===== src/rtl/hazard_stall_ctrl_if.sv =====
// Pipeline-control bundle between the 5-stage datapath and hazard_stall_ctrl.
// master: datapath side (drives hazard inputs, receives controls).
// slave : sequencer side.
interface hazard_stall_ctrl_if #(
    parameter int RA_W = 5
);
    logic            start_i;
    logic            halt_i;
    logic [RA_W-1:0] id_rs1_i;
    logic [RA_W-1:0] id_rs2_i;
    logic            id_rs1_use_i;
    logic            id_rs2_use_i;
    logic            id_br_taken_i;
    logic            idex_memread_i;
    logic [RA_W-1:0] idex_rd_i;
    logic            exmem_memreq_i;
    logic            dmem_ack_i;
    logic            pc_we_o;
    logic            ifid_we_o;
    logic            ifid_flush_o;
    logic            idex_bubble_o;
    logic            pipe_hold_o;
    logic            memwb_bubble_o;
    logic            halted_o;

    modport master (
        output start_i, halt_i, id_rs1_i, id_rs2_i, id_rs1_use_i, id_rs2_use_i,
               id_br_taken_i, idex_memread_i, idex_rd_i, exmem_memreq_i, dmem_ack_i,
        input  pc_we_o, ifid_we_o, ifid_flush_o, idex_bubble_o, pipe_hold_o,
               memwb_bubble_o, halted_o
    );

    modport slave (
        input  start_i, halt_i, id_rs1_i, id_rs2_i, id_rs1_use_i, id_rs2_use_i,
               id_br_taken_i, idex_memread_i, idex_rd_i, exmem_memreq_i, dmem_ack_i,
        output pc_we_o, ifid_we_o, ifid_flush_o, idex_bubble_o, pipe_hold_o,
               memwb_bubble_o, halted_o
    );
endinterface


===== src/rtl/hazard_stall_ctrl.sv =====
// Pipeline sequencer: load-use stalls, taken-branch flushes and data-memory
// freezes for the 5-stage core. Outputs are combinational from state + inputs.
// Optional performance counters are built when HAZ_PERF_CNT_EN is defined.
module hazard_stall_ctrl #(
    parameter int RA_W  = 5,
    parameter int CNT_W = 32
) (
    input  logic             clk_i,
    input  logic             rst_i,
    hazard_stall_ctrl_if.slave hz
`ifdef HAZ_PERF_CNT_EN
    ,
    output logic [CNT_W-1:0] cyc_cnt_o,
    output logic [CNT_W-1:0] stall_cnt_o,
    output logic [CNT_W-1:0] flush_cnt_o
`endif
);

    typedef enum logic [1:0] {
        ST_IDLE,
        ST_RUN,
        ST_MEM_WAIT,
        ST_HALT
    } state_t;

    state_t state_q, state_d;
    logic   lu;

    // Load-use hazard: EX holds a load whose rd is read by the ID instruction.
    always_comb begin
        lu = hz.idex_memread_i && (hz.idex_rd_i != RA_W'(0)) &&
             ((hz.id_rs1_use_i && (hz.idex_rd_i == hz.id_rs1_i)) ||
              (hz.id_rs2_use_i && (hz.idex_rd_i == hz.id_rs2_i)));
    end

    // State register; reset wins over every state, including MEM_WAIT.
    always_ff @(posedge clk_i) begin
        if (!rst_i) state_q <= ST_IDLE;
        else        state_q <= state_d;
    end

    // Next-state and pipeline control outputs.
    always_comb begin
        state_d           = state_q;
        hz.pc_we_o        = 1'b0;
        hz.ifid_we_o      = 1'b0;
        hz.ifid_flush_o   = 1'b0;
        hz.idex_bubble_o  = 1'b0;
        hz.pipe_hold_o    = 1'b0;
        hz.memwb_bubble_o = 1'b0;
        hz.halted_o       = 1'b0;
        case (state_q)
            ST_IDLE: begin
                hz.idex_bubble_o  = 1'b1;
                hz.memwb_bubble_o = 1'b1;
                if (hz.start_i) state_d = ST_RUN;
            end
            ST_RUN: begin
                if (hz.exmem_memreq_i && !hz.dmem_ack_i) begin
                    hz.pipe_hold_o    = 1'b1;
                    hz.memwb_bubble_o = 1'b1;
                    state_d           = ST_MEM_WAIT;
                end else if (hz.halt_i) begin
                    hz.idex_bubble_o = 1'b1;
                    state_d          = ST_HALT;
                end else if (lu) begin
                    hz.idex_bubble_o = 1'b1;
                end else if (hz.id_br_taken_i) begin
                    hz.pc_we_o      = 1'b1;
                    hz.ifid_we_o    = 1'b1;
                    hz.ifid_flush_o = 1'b1;
                end else begin
                    hz.pc_we_o   = 1'b1;
                    hz.ifid_we_o = 1'b1;
                end
            end
            ST_MEM_WAIT: begin
                // Ack cycle releases the pipe; hazards are looked at again in RUN.
                if (hz.dmem_ack_i) begin
                    hz.pc_we_o   = 1'b1;
                    hz.ifid_we_o = 1'b1;
                    state_d      = ST_RUN;
                end else begin
                    hz.pipe_hold_o    = 1'b1;
                    hz.memwb_bubble_o = 1'b1;
                end
            end
            ST_HALT: begin
                hz.idex_bubble_o  = 1'b1;
                hz.memwb_bubble_o = 1'b1;
                hz.halted_o       = 1'b1;
            end
            default: state_d = ST_IDLE;
        endcase
    end

`ifdef HAZ_PERF_CNT_EN
    logic             active;
    logic [CNT_W-1:0] cyc_q, stall_q, flush_q;
    logic [CNT_W-1:0] cyc_d, stall_d, flush_d;

    // Counter next values; wrap naturally at 2^CNT_W, frozen outside RUN/MEM_WAIT.
    always_comb begin
        active  = (state_q == ST_RUN) || (state_q == ST_MEM_WAIT);
        cyc_d   = cyc_q;
        stall_d = stall_q;
        flush_d = flush_q;
        if (active)                  cyc_d   = cyc_q + CNT_W'(1);
        if (active && !hz.pc_we_o)   stall_d = stall_q + CNT_W'(1);
        if (hz.ifid_flush_o)         flush_d = flush_q + CNT_W'(1);
    end

    // Performance counter registers, cleared by reset.
    always_ff @(posedge clk_i) begin
        if (!rst_i) begin
            cyc_q   <= '0;
            stall_q <= '0;
            flush_q <= '0;
        end else begin
            cyc_q   <= cyc_d;
            stall_q <= stall_d;
            flush_q <= flush_d;
        end
    end

    assign cyc_cnt_o   = cyc_q;
    assign stall_cnt_o = stall_q;
    assign flush_cnt_o = flush_q;
`endif

endmodule


===== src/flat_wrapper.sv =====
// flat-port wrapper written by rule: the top's interface ports become plain ports
module hazard_stall_ctrl_flat 
#(
    parameter int RA_W  = 5,
    parameter int CNT_W = 32
)
  (clk_i, rst_i, hz_start_i, hz_halt_i, hz_id_rs1_i, hz_id_rs2_i, hz_id_rs1_use_i, hz_id_rs2_use_i, hz_id_br_taken_i, hz_idex_memread_i, hz_idex_rd_i, hz_exmem_memreq_i, hz_dmem_ack_i, hz_pc_we_o, hz_ifid_we_o, hz_ifid_flush_o, hz_idex_bubble_o, hz_pipe_hold_o, hz_memwb_bubble_o, hz_halted_o);
  hazard_stall_ctrl_if #(.RA_W(RA_W)) hz_i ();
  input  logic clk_i;
  input  logic rst_i;
  input wire logic [$bits(hz_i.start_i)-1:0] hz_start_i;
  input wire logic [$bits(hz_i.halt_i)-1:0] hz_halt_i;
  input wire logic [$bits(hz_i.id_rs1_i)-1:0] hz_id_rs1_i;
  input wire logic [$bits(hz_i.id_rs2_i)-1:0] hz_id_rs2_i;
  input wire logic [$bits(hz_i.id_rs1_use_i)-1:0] hz_id_rs1_use_i;
  input wire logic [$bits(hz_i.id_rs2_use_i)-1:0] hz_id_rs2_use_i;
  input wire logic [$bits(hz_i.id_br_taken_i)-1:0] hz_id_br_taken_i;
  input wire logic [$bits(hz_i.idex_memread_i)-1:0] hz_idex_memread_i;
  input wire logic [$bits(hz_i.idex_rd_i)-1:0] hz_idex_rd_i;
  input wire logic [$bits(hz_i.exmem_memreq_i)-1:0] hz_exmem_memreq_i;
  input wire logic [$bits(hz_i.dmem_ack_i)-1:0] hz_dmem_ack_i;
  output wire logic [$bits(hz_i.pc_we_o)-1:0] hz_pc_we_o;
  output wire logic [$bits(hz_i.ifid_we_o)-1:0] hz_ifid_we_o;
  output wire logic [$bits(hz_i.ifid_flush_o)-1:0] hz_ifid_flush_o;
  output wire logic [$bits(hz_i.idex_bubble_o)-1:0] hz_idex_bubble_o;
  output wire logic [$bits(hz_i.pipe_hold_o)-1:0] hz_pipe_hold_o;
  output wire logic [$bits(hz_i.memwb_bubble_o)-1:0] hz_memwb_bubble_o;
  output wire logic [$bits(hz_i.halted_o)-1:0] hz_halted_o;
  assign hz_i.start_i = hz_start_i;
  assign hz_i.halt_i = hz_halt_i;
  assign hz_i.id_rs1_i = hz_id_rs1_i;
  assign hz_i.id_rs2_i = hz_id_rs2_i;
  assign hz_i.id_rs1_use_i = hz_id_rs1_use_i;
  assign hz_i.id_rs2_use_i = hz_id_rs2_use_i;
  assign hz_i.id_br_taken_i = hz_id_br_taken_i;
  assign hz_i.idex_memread_i = hz_idex_memread_i;
  assign hz_i.idex_rd_i = hz_idex_rd_i;
  assign hz_i.exmem_memreq_i = hz_exmem_memreq_i;
  assign hz_i.dmem_ack_i = hz_dmem_ack_i;
  assign hz_pc_we_o = hz_i.pc_we_o;
  assign hz_ifid_we_o = hz_i.ifid_we_o;
  assign hz_ifid_flush_o = hz_i.ifid_flush_o;
  assign hz_idex_bubble_o = hz_i.idex_bubble_o;
  assign hz_pipe_hold_o = hz_i.pipe_hold_o;
  assign hz_memwb_bubble_o = hz_i.memwb_bubble_o;
  assign hz_halted_o = hz_i.halted_o;
  hazard_stall_ctrl #(.RA_W(RA_W), .CNT_W(CNT_W)) u_core (.clk_i(clk_i), .rst_i(rst_i), .hz(hz_i));
endmodule

===== config.mk =====
export PLATFORM = sky130hd
export DESIGN_NAME = hazard_stall_ctrl_flat
export DESIGN_NICKNAME = d
export VERILOG_FILES = /design/src/rtl/hazard_stall_ctrl_if.sv /design/src/rtl/hazard_stall_ctrl.sv /design/src/flat_wrapper.sv
export SDC_FILE = /design/constraint.sdc
export NUM_CORES = 1
export LEC_CHECK = 0
export ABC_AREA = 1
export BUFFER_PORTS_ARGS = -buffer_cell sky130_fd_sc_hd__buf_2
export CAP_MARGIN = 30
export CORE_MARGIN = 2
export CORE_UTILIZATION = 30
export DETAILED_ROUTE_END_ITERATION = 7
export SLEW_MARGIN = 20
export SYNTH_ARGS = -nofsm -noshare
export SYNTH_HDL_FRONTEND = slang
export SYNTH_SLANG_ARGS = --single-unit

===== constraint.sdc =====
create_clock -name clk_i -period 1.8 [get_ports clk_i]
set_input_delay 0.36 -clock clk_i [delete_from_list [all_inputs] [get_ports clk_i]]
set_output_delay 0.36 -clock clk_i [all_outputs]
set_load 0.03 [all_outputs]

### Word level (Yosys, flattened, before mapping)

Index checks and enable logic that the tools add are counted.

| cells by class | value |
|---|---|
| reduce and logical (&&, ||, !) cells | 12 |
| equal/unequal tests | 8 |
| muxes and demuxes | 24 |

Operators by type and width:

| operator | count |
|---|---|
| two-way mux 1 bit | 15 |
| equality test 5 bit | 2 |
| two-way mux 2 bit | 4 |
| case mux 1 bit (2 select lines) | 3 |
| case mux 2 bit (3 select lines) | 1 |
| logical AND 1 bit | 5 |
| nonzero test 5 bit | 1 |
| equality test 2 bit (second input constant) | 2 |
| inequality test 2 bit (second input constant) | 2 |
| AND reduction 4 bit | 1 |
| inequality test 3 x 2 -> 1 bit (second input constant) | 1 |
| case mux 1 bit (3 select lines) | 1 |
| nonzero test 3 bit | 1 |
| equality test 2 x 1 -> 1 bit (second input constant) | 1 |
| logical NOT 2 bit | 1 |
| OR reduction 2 bit | 1 |
| logical NOT 1 bit | 1 |
| logical OR 1 bit | 1 |

| storage, ports and cells | value |
|---|---|
| register bits after elaboration | 2 |
| word-level logic and storage cells | 45 |
| input port bits | 25 |
| output and inout bits | 7 |

### Longest topological paths before layout

| depth | value |
|---|---|
| depth after elaboration | 8 |
| depth in mapped cells | 10 |
| mapped depth without buffers | 10 |

### Worst setup path after synthesis

No wires, ideal clock.

| timing | value |
|---|---|
| kind | reg2out |
| start | reg u_core.state_q[1] |
| end | out hz_pc_we_o |
| cell stages (with the launch flop) | 8 |
| arrival | 1.663 ns |
| buffers on the path | 1 |
| required time | 1.440 ns |
| path slack | -0.223 ns |
| cell sequence | dfxtp_1 > inv_1 > ha_1 > nand2_1 > nor2_1 > nand2_1 > a21oi_1 > buf_4 |

| between the ends | value |
|---|---|
| cells in the longest elaborated chain, start to end | 2 |
| elaborated cells between the ends (all ways) | 3 |
| those cells by class | eq/ne (2); mux (1) |

RTL lines:

| element | line | source |
|---|---|---|
| start, declared | hazard_stall_ctrl.sv:26 | `state_t state_q, state_d;` |
| start signal, assigned | hazard_stall_ctrl.sv:39 | `else state_q <= state_d;` |
| equality test 2 bit / equality test 2 x 1 -> 1 bit (equally long branches) | - |  |
| case mux 1 bit (2 select lines) (*) | - |  |
| end, declared | flat_wrapper.sv:22 | `output wire logic [$bits(hz_i.pc_we_o)-1:0] hz_pc_we_o;` |

Mark *: on every way between the ends. The rest lies on a longest branch, timed or not.

### Final worst setup path

| timing | value |
|---|---|
| start | reg u_core.state_q[1] |
| end | out hz_ifid_we_o |

| between the ends | value |
|---|---|
| cells in the longest elaborated chain, start to end | 2 |
| elaborated cells between the ends (all ways) | 3 |
| those cells by class | eq/ne (2); mux (1) |

RTL lines:

| element | line | source |
|---|---|---|
| equality test 2 bit / equality test 2 x 1 -> 1 bit (equally long branches) | hazard_stall_ctrl.sv:52 | `case (state_q)` |
| case mux 1 bit (2 select lines) (*) | hazard_stall_ctrl.sv:52 |  |
| end, declared | flat_wrapper.sv:23 | `output wire logic [$bits(hz_i.ifid_we_o)-1:0] hz_ifid_we_o;` |

Marks and branches as above.

==> results.json <==
{
  "start_util": 0.322,
  "antenna_found_initial": 0,
  "slew_viol_final": 0,
  "coreArea_mm2": 0.00151,
  "nNetsFinal": 168,
  "clockBufferDepth": 2,
  "gp_routability_congestion": 0.821,
  "ys_seq_elements": 2,
  "yosys.area_share.xor_xnor": 0,
  "design.portCount": 32,
  "grt_max_degree": 6,
  "reg_top3": "u_core.state_q x2",
  "grt_pass1_vias": 561,
  "drc": 0,
  "routed_wirelength_um": 1340,
  "cts-root-buf": "clkbuf_4",
  "worstPathArrival_ps": 1370,
  "worst_pin_slew_ps": 178,
  "synthToLayoutAreaGrowth_pct": 86.6,
  "cap_violations": 0,
  "io_buffers": 31,
  "yosysWarnings": 0,
  "cts_made_buffers": 3,
  "ys_types": 15,
  "fin_skew_ps": 2.40,
  "routedWlPerCell_um": 8.86,
  "synth_async_sr_flop_share": 0,
  "synthAdderAreaFrac": 0.155,
  "vdd_drop_max_mv": 0.656,
  "top_register": "u_core.state_q",
  "die_x_um": 44.2,
  "pwr_density_cell_mw_per_mm2": 806,
  "cts_max_level": 1,
  "p_leak_nw": 0.529,
  "worstSetupPathType": "reg2out",
  "dp_hpwl_um": 1060,
  "endpoint_kind": "primary output",
  "postLayoutCellArea_um2": 906,
  "status": "complete, no violations",
  "grt_use_total": 0.137,
  "synth_top_area_share": 0.278,
  "grt_pass1_wl_um": 2060,
  "synthMuxAreaShare": 0,
  "slew_headroom": 0.880,
  "grt-ovfl-total": 0,
  "die_y_um": 44.2,
  "synth.most_common_cell": "nand2_1",
  "clk_latency_ps": 220,
  "fmax_ghz": 0.578,
  "largest_reg_flops": 2,
  "via_per_inst": 4.39,
  "drive_gt1_frac": 0.541,
  "seq_area_frac_synth": 0.0825,
  "synth_fp_nets": 129,
  "design.die.area_mm2": 0.00196,
  "syn_avg_cell_area_um2": 4.95,
  "startpoint_type": "flip-flop",
  "cts_tree": "yes",
  "setup_viol": 0,
  "dp.cells": 146,
  "synth_top_family_by_area": "simple AND/OR/NAND/NOR gates",
  "min_period_ps": 1730,
  "drt_pre_antenna_iters": 4,
  "hold_path_class": "in2reg",
  "synthTopCellsByCount": "nand2_1, inv_1, nor2_1",
  "dpl_cell_area_um2": 679,
  "antenna_cells": 0,
  "synth-simple-area-share": 0.438,
  "synth.area.top_cells": "nand2_1, ha_1, inv_1",
  "worstPathRequired_ps": 1440,
  "synth-edff-count": 0,
  "stdcell_count": 151,
  "clkTransAtPathRegs_ps": 30,
  "num_rows": 14,
  "hold_buffers": 0,
  "synth.largest_area_cell": "nand2_1",
  "critical_path.max_fanout": 3,
  "drtIter0Drc": 12,
  "hold_viol": 0,
  "synth_compound_gate_area_share": 0.116,
  "vias": 663,
  "syn_area_um2": 485,
  "period_share": 0.961,
  "ys.flop_type": "dfxtp_1",
  "numClockSinks": 2,
  "synth_cells": 98,
  "antenna_left": 0
}
area by class of cell:
type,instances,area (um2)
fill,144,601
multi-input combinational,70,438
timing repair buffer,35,278
inverter,25,104
sequential,2,43.8
clock buffer,3,22.5
tap,16,20.0
worst paths after layout:
path                                  startpoint                              to  slack [ps]  cells after the start
setup / recovery  u_core.state_q[1]$_SDFFE_PN0P_                    hz_ifid_we_o          70                      7
hold / removal                             rst_i  u_core.state_q[0]$_SDFFE_PN0P_         390                      3
setup reg to reg  u_core.state_q[1]$_SDFFE_PN0P_  u_core.state_q[1]$_SDFFE_PN0P_         500                      8
hold reg to reg   u_core.state_q[1]$_SDFFE_PN0P_  u_core.state_q[1]$_SDFFE_PN0P_         550                      2
critical path, stage by stage, from the launching register on:
cell	delay (ps)
dfxtp_1	310
inv_2	100
ha_4	140
nand2_2	80
nor2_4	130
nand2_2	80
a21oi_4	150
buf_6	150
per-stage QoR:
stage | power (mW) | utilization | TNS, ps | hold slack (ps) | worst slack [ps]
floorplan | 0.356 | - | 0 | 498 | 77.2
global placement | 0.474 | 0.451 | 0 | 518 | 85.4
detailed placement | 0.479 | 0.451 | 0 | 511 | 57.3
CTS | 0.625 | 0.485 | -10.6 | 392 | -5.65
global route | 0.790 | 0.601 | -11.9 | 425 | -11.9
finish | 0.730 | 0.601 | 0 | 395 | 69.8
where the power goes:
part | leakage [nW] | total, mW | switching, mW | internal [mW]
registers | 0.0172 | 0.0791 | 0.0179 | 0.0612
clock network | 0.0138 | 0.0954 | 0.0221 | 0.0733
logic | 0.499 | 0.556 | 0.309 | 0.247
total | 0.529 | 0.730 | 0.349 | 0.381
cells in the final DEF (no fill, tap or decap):
cell type,n
o21ai_1,2
ha_1,3
a21oi_4,1
dfxtp_4,1
ha_4,3
buf_6,10
clkbuf_4,3
nor2_2,2
a21oi_2,1
buf_8,3
inv_4,4
nand2_1,25
o21ai_0,2
buf_2,18
buf_4,4
inv_2,9
nand3_1,4
a21oi_1,3
or2_1,1
o31ai_2,1
nand2_2,12
nor2_1,9
nor2_4,1
inv_1,12
dfxtp_1,1
per-layer routing:
| layer | global-route usage | vias up | routed length [um] |
|---|---|---|---|
| li1 | - | 361 | - |
| met2 | 0.238 | 14 | 645 |
| met3 | 0.0286 | 0 | 70 |
| met1 | 0.162 | 288 | 621 |
| met4 | 0.0545 | 0 | 0 |
| met5 | 0 | - | 0 |
cell families (layout without fill, tap and decap cells):
group | Yosys count | after routing
simple gates | 54 | 54
buf+inv | 26 | 63
compound gates | 10 | 10
fa+ha+maj | 6 | 6
flops | 2 | 2
timing repair:
| action | 4_1_cts | 5_1_grt |
|---|---|---|
| resized for setup | 11 | 49 |
| pin swaps | 1 | 21 |
| setup buffers | 0 | 2 |
| endpoints found under the setup margin | 5 | 5 |
No activity file was read; power rests on OpenSTA's default activity.
